===== src/rtl/efb_pkg.sv =====
// ============================================================================
// efb_pkg: shared widths and arbiter state encoding for the EFB bus. Rev 1.0
// ============================================================================
`default_nettype none

package efb_pkg;

  localparam int EFB_ADR_W = 8;
  localparam int EFB_DAT_W = 8;
  localparam int WDOG_W    = 8;

  typedef enum logic [2:0] {
    ST_IDLE    = 3'd0,
    ST_GRANT0  = 3'd1,
    ST_GRANT1  = 3'd2,
    ST_ABORT   = 3'd3,
    ST_RELEASE = 3'd4
  } arb_state_e;

endpackage

`default_nettype wire


===== src/rtl/efb_ack_watchdog.sv =====
// ============================================================================
// efb_ack_watchdog: saturating counter flagging a strobe left unacked. Rev 1.0
// ============================================================================
`default_nettype none

module efb_ack_watchdog
  import efb_pkg::*;
#(
  parameter int TIMEOUT_CYCLES = 255
) (
  input  logic clk,
  input  logic rst,
  input  logic stb,
  input  logic ack,
  output logic expired
);

  localparam logic [WDOG_W-1:0] LIMIT_M1 = WDOG_W'(TIMEOUT_CYCLES - 1);

  logic [WDOG_W-1:0] cnt_q;
  logic [WDOG_W-1:0] cnt_d;

  always_comb begin
    cnt_d = cnt_q;
    if (!stb || ack) begin
      cnt_d = '0;
    end else if (cnt_q != '1) begin
      cnt_d = cnt_q + 1'b1;
    end
  end

  always_ff @(posedge clk) begin
    if (!rst) begin
      cnt_q <= '0;
    end else begin
      cnt_q <= cnt_d;
    end
  end

  // Fires in the cycle the count would reach the limit; a same-cycle ack wins.
  assign expired = stb && !ack && (cnt_q >= LIMIT_M1);

endmodule

`default_nettype wire


===== src/rtl/efb_wb_arbiter.sv =====
// ============================================================================
// efb_wb_arbiter: two-master round-robin Wishbone arbiter for the EFB. Rev 1.0
// ============================================================================
`default_nettype none

module efb_wb_arbiter
  import efb_pkg::*;
#(
  parameter int TIMEOUT_CYCLES = 255
) (
  input  logic                 clk,
  input  logic                 rst,
  input  logic                 m0_cyc_i,
  input  logic                 m0_stb_i,
  input  logic                 m0_we_i,
  input  logic [EFB_ADR_W-1:0] m0_adr_i,
  input  logic [EFB_DAT_W-1:0] m0_dat_i,
  output logic [EFB_DAT_W-1:0] m0_dat_o,
  output logic                 m0_ack_o,
  output logic                 m0_err_o,
  input  logic                 m1_cyc_i,
  input  logic                 m1_stb_i,
  input  logic                 m1_we_i,
  input  logic [EFB_ADR_W-1:0] m1_adr_i,
  input  logic [EFB_DAT_W-1:0] m1_dat_i,
  output logic [EFB_DAT_W-1:0] m1_dat_o,
  output logic                 m1_ack_o,
  output logic                 m1_err_o,
  output logic                 efb_cyc_o,
  output logic                 efb_stb_o,
  output logic                 efb_we_o,
  output logic [EFB_ADR_W-1:0] efb_adr_o,
  output logic [EFB_DAT_W-1:0] efb_dat_o,
  input  logic [EFB_DAT_W-1:0] efb_dat_i,
  input  logic                 efb_ack_i,
  output logic                 owner,
  output logic                 busy
);

  arb_state_e state_q;
  logic       last_q;
  logic       owner_q;
  logic       busy_q;
  logic       own_cyc;
  logic       wdog_expired;

  assign own_cyc = owner_q ? m1_cyc_i : m0_cyc_i;

  efb_ack_watchdog #(
    .TIMEOUT_CYCLES(TIMEOUT_CYCLES)
  ) u_wdog (
    .clk     (clk),
    .rst     (rst),
    .stb     (efb_stb_o),
    .ack     (efb_ack_i),
    .expired (wdog_expired)
  );

  always_ff @(posedge clk) begin
    if (!rst) begin
      state_q <= ST_IDLE;
      last_q  <= 1'b1;
      owner_q <= 1'b0;
      busy_q  <= 1'b0;
    end else begin
      case (state_q)
        ST_IDLE: begin
          // On a tie the master not served last wins.
          if (m0_cyc_i && (!m1_cyc_i || last_q)) begin
            state_q <= ST_GRANT0;
            last_q  <= 1'b0;
            owner_q <= 1'b0;
            busy_q  <= 1'b1;
          end else if (m1_cyc_i) begin
            state_q <= ST_GRANT1;
            last_q  <= 1'b1;
            owner_q <= 1'b1;
            busy_q  <= 1'b1;
          end
        end
        ST_GRANT0, ST_GRANT1: begin
          if (!own_cyc) begin
            state_q <= ST_IDLE;
            busy_q  <= 1'b0;
          end else if (wdog_expired) begin
            state_q <= ST_ABORT;
          end
        end
        ST_ABORT: begin
          state_q <= ST_RELEASE;
        end
        ST_RELEASE: begin
          if (!own_cyc) begin
            state_q <= ST_IDLE;
            busy_q  <= 1'b0;
          end
        end
        default: begin
          state_q <= ST_IDLE;
          busy_q  <= 1'b0;
        end
      endcase
    end
  end

  always_comb begin
    efb_cyc_o = 1'b0;
    efb_stb_o = 1'b0;
    efb_we_o  = 1'b0;
    efb_adr_o = '0;
    efb_dat_o = '0;
    m0_ack_o  = 1'b0;
    m1_ack_o  = 1'b0;
    m0_err_o  = 1'b0;
    m1_err_o  = 1'b0;
    case (state_q)
      ST_GRANT0: begin
        efb_cyc_o = m0_cyc_i;
        efb_stb_o = m0_stb_i && m0_cyc_i;
        efb_we_o  = m0_we_i;
        efb_adr_o = m0_adr_i;
        efb_dat_o = m0_dat_i;
        m0_ack_o  = efb_ack_i;
      end
      ST_GRANT1: begin
        efb_cyc_o = m1_cyc_i;
        efb_stb_o = m1_stb_i && m1_cyc_i;
        efb_we_o  = m1_we_i;
        efb_adr_o = m1_adr_i;
        efb_dat_o = m1_dat_i;
        m1_ack_o  = efb_ack_i;
      end
      ST_ABORT: begin
        m0_err_o = !owner_q;
        m1_err_o = owner_q;
      end
      default: begin
      end
    endcase
  end

  assign m0_dat_o = efb_dat_i;
  assign m1_dat_o = efb_dat_i;
  assign owner    = owner_q;
  assign busy     = busy_q;

endmodule

`default_nettype wire


===== config.mk =====
export PLATFORM = sky130hd
export DESIGN_NAME = efb_wb_arbiter
export DESIGN_NICKNAME = d
export VERILOG_FILES = /design/src/rtl/efb_pkg.sv /design/src/rtl/efb_ack_watchdog.sv /design/src/rtl/efb_wb_arbiter.sv
export SDC_FILE = /design/constraint.sdc
export NUM_CORES = 1
export LEC_CHECK = 0
export CAP_MARGIN = 5
export CORE_ASPECT_RATIO = 1.25
export CORE_MARGIN = 4
export CORE_UTILIZATION = 29
export DETAILED_ROUTE_END_ITERATION = 10
export PLACE_DENSITY = 0.86
export SLEW_MARGIN = 30
export SYNTH_ARGS = -nofsm -noshare
export SYNTH_HDL_FRONTEND = slang
export SYNTH_SLANG_ARGS = --single-unit
export TNS_END_PERCENT = 20

===== constraint.sdc =====
create_clock -name clk -period 1.65 [get_ports clk]
set_clock_uncertainty 0.1 [all_clocks]
set_input_delay 0.165 -clock clk [delete_from_list [all_inputs] [get_ports clk]]
set_output_delay 0.165 -clock clk [all_outputs]
set_load 0.05 [all_outputs]

==> impl_metrics.ini <==
[status]
status = finished with violations
violations = negative setup slack

[sta]
rsz0062_at_grt = yes
holdWs_ps = 230
finalHoldViolCount = 0
slew_viol_final = 0
fmax_mhz = 577
post-route-period-util_pct = 105
worst_pin_slew_ps = 412
layout_min_cycle_time_ps = 1730
fin_ws_ps = -84.1
setup_viol = 22
slew-limit-headroom_pct = 72.3

[detailed_routing]
wl_mm = 3.93
drt_pre_antenna_iters = 4
avgViaCountPerCell = 5.38
drt_iter0_drc = 73
routedWlPerCell_um = 17.0
ant_nets = 0
drc = 0
vias = 1243

[clock_network]
cts-buffers-inserted = 3
htree_levels = 1
clockBufferDepth = 2
root_buffer = clkbuf_8
path_clk_slew_ps = 60
clk_latency_ps = 250
cts_tree = done
cts_sinks = 14

[grt]
grt.busiest_layer = met2
grt_pass1_wl_mm = 6.39
grt_max_degree = 21
grt_pass1_vias = 1287
overflow = 0
grtUsageMet1_pct = 17.4
use_met3_pct = 3.07
met2_usage_pct = 30.5
grt_usage_pct = 16.3
antenna_found_initial = 0

[worst_setup_path]
required_ps = 1710
path_cells = nor3b_4, a32o_2, or4b_4, a311oi_2
r2r-end = state_q[0]
path_max_fanout = 3
regToRegSetupSlack_ps = -80
critical_path_class = register to register
crit_cells = 4
crit_start = state_q[0]
path_buf_inv = 0
ff2ff_path_depth = 4
r2r_start = state_q[0]
cp.arrival_ps = 1790
worst_setup_path_start_kind = register
crit_slowest_cell = or4b_4
setup.worst_path.end_class = register
crit_family = simple AND/OR/NAND/NOR gates
crit_path_end = state_q[0]
critPathMaxStageDelay_ps = 480

[floorplanning]
dieArea_mm2 = 0.00482
start_util_pct = 30.6
die_w_um = 62.9
fp.coreArea_mm2 = 0.00357
num_rows = 24
die_h_um = 76.7
boundaryPins = 90

[placed_design]
place_congestion = 0.825
port_buffers = 65
placed_area_mm2 = 0.00199
dpl_worst_slack_ps = -235
dpl.hpwl_mm = 3.13

[power_and_ir_drop]
power_mw = 3.13
power_leakage_nw = 0.843
ir_drop_mv = 0.572
power.density_mw_per_mm2 = 1490

[synth]
synth_top_area_share_pct = 25.6
synth_area_leaders = dfxtp_1 (26%), a22o_1 (14%), buf_4 (12%)
syn-num-nets = 183
synth_area_mm2 = 0.00109
yosys_warnings = 0
ys_async_sr_fraction_pct = 0
post_synth_num_cell_types = 36
synthCells = 132
syn_avg_cell_area_um2 = 8.28
yosys.area.top_type = dfxtp_1
seq_area_frac_synth_pct = 25.6
synth-edff-count = 0
synthFlopType = dfxtp_1
ys_ff_latch = 14

[worst_hold_path]
hold_path.class = primary input to output pin

[finish]
drive_above_1_share_pct = 31.8
area_growth_pct = 92.6
fillerInstances = 285
finalNetCount = 244
post-route-util_pct = 58.9
post-route-cell-area_mm2 = 0.00211
antenna_cells = 0

[flow_run]
max-cap-violations = 0
==> power by group <==
part	internal (mW)	total [mW]	switching (mW)
Combinational	1.13	2.35	1.22
Clock	0.212	0.343	0.131
Sequential	0.390	0.440	0.0503
==> cell usage after synthesis, types with 4 or more instances <==
| cell type | number |
|---|---|
| a21oi_1 | 6 |
| nand2_1 | 4 |
| dfxtp_1 | 14 |
| nand3_1 | 5 |
| a22o_1 | 18 |
| and3_1 | 6 |
| nor2_1 | 8 |
| buf_4 | 18 |
| clkbuf_1 | 6 |
| and2_1 | 4 |
| o21ai_0 | 4 |
==> final cells by class <==
cell class	instances	area, um2	share of cell area [%]
repair buffers	81	1010	48.1
multi-input cells	91	696	33.0
flip-flops and latches	14	287	13.6
clock buffers	4	55.1	2.61
well taps	39	48.8	2.32
inverters	2	7.51	0.357
==> sequential cells by signal, indices dropped and copies added (netlist names) <==
name	flops
last_q	1
busy	1
u_wdog.cnt_q	8
state_q	3
owner	1
==> cell usage in the layout (no fill, tap or decap), types with 3 or more instances in the layout <==
cell type and count:
a21boi_0 3, a21oi_1 6, a22o_1 17, and3_1 6
buf_12 24, buf_4 16, clkbuf_8 4, clkdlybuf4s50_1 40
dfxtp_1 11, nand2_1 4, nand3_1 5, nor2_1 7
nor3_1 3, o21ai_0 4, xor2_1 3
==> per-layer routing <==
| layer | up-vias | share of wire [%] |
|---|---|---|
| met2 | 30 | 56 |
| met3 | 10 | 4.4 |
| met4 | 0 | 2.6 |
| li1 | 596 | - |
| met1 | 607 | 37 |
| met5 | - | 0 |
==> cells by family (layout without fill, tap and decap cells) <==
kind of cell | Yosys count | count (layout) | synth area share [%]
buf+inv | 27 | 87 | 15.6
simple gates | 42 | 42 | 22.8
xor+xnor | 4 | 4 | 3.20
compound gates | 42 | 42 | 29.5
mux | 1 | 1 | 1.03
fa+ha+maj | 2 | 2 | 2.29
flops | 14 | 14 | 25.6
==> per-stage QoR <==
stage	cells	TNS (ps)
after floorplan	132	-1250
after global placement	226	-636
after detailed placement	226	-1070
after CTS	230	-694
after global routing	231	-3690
final	231	-1060
==> what timing repair did <==
item	CTS	global route
hold buffers	0	0
setup buffers	0	1
setup endpoints to repair	22	31
gates resized for setup	5	9
pin swaps	14	4
==> how the worst min path moves through the flow <==
stage                            start     endpoint  slack (ps)  cells after the start
after CTS                 efb_dat_i[6]  m1_dat_o[6]         230                      0
after global placement    efb_dat_i[6]  m1_dat_o[6]         230                      0
after floorplan                    rst       last_q         140                      1
final                     efb_dat_i[1]  m1_dat_o[1]         230                      0
after global routing      efb_dat_i[7]  m1_dat_o[7]         230                      0
after detailed placement  efb_dat_i[6]  m1_dat_o[6]         230                      0
Power figures use the tool's default switching activity.
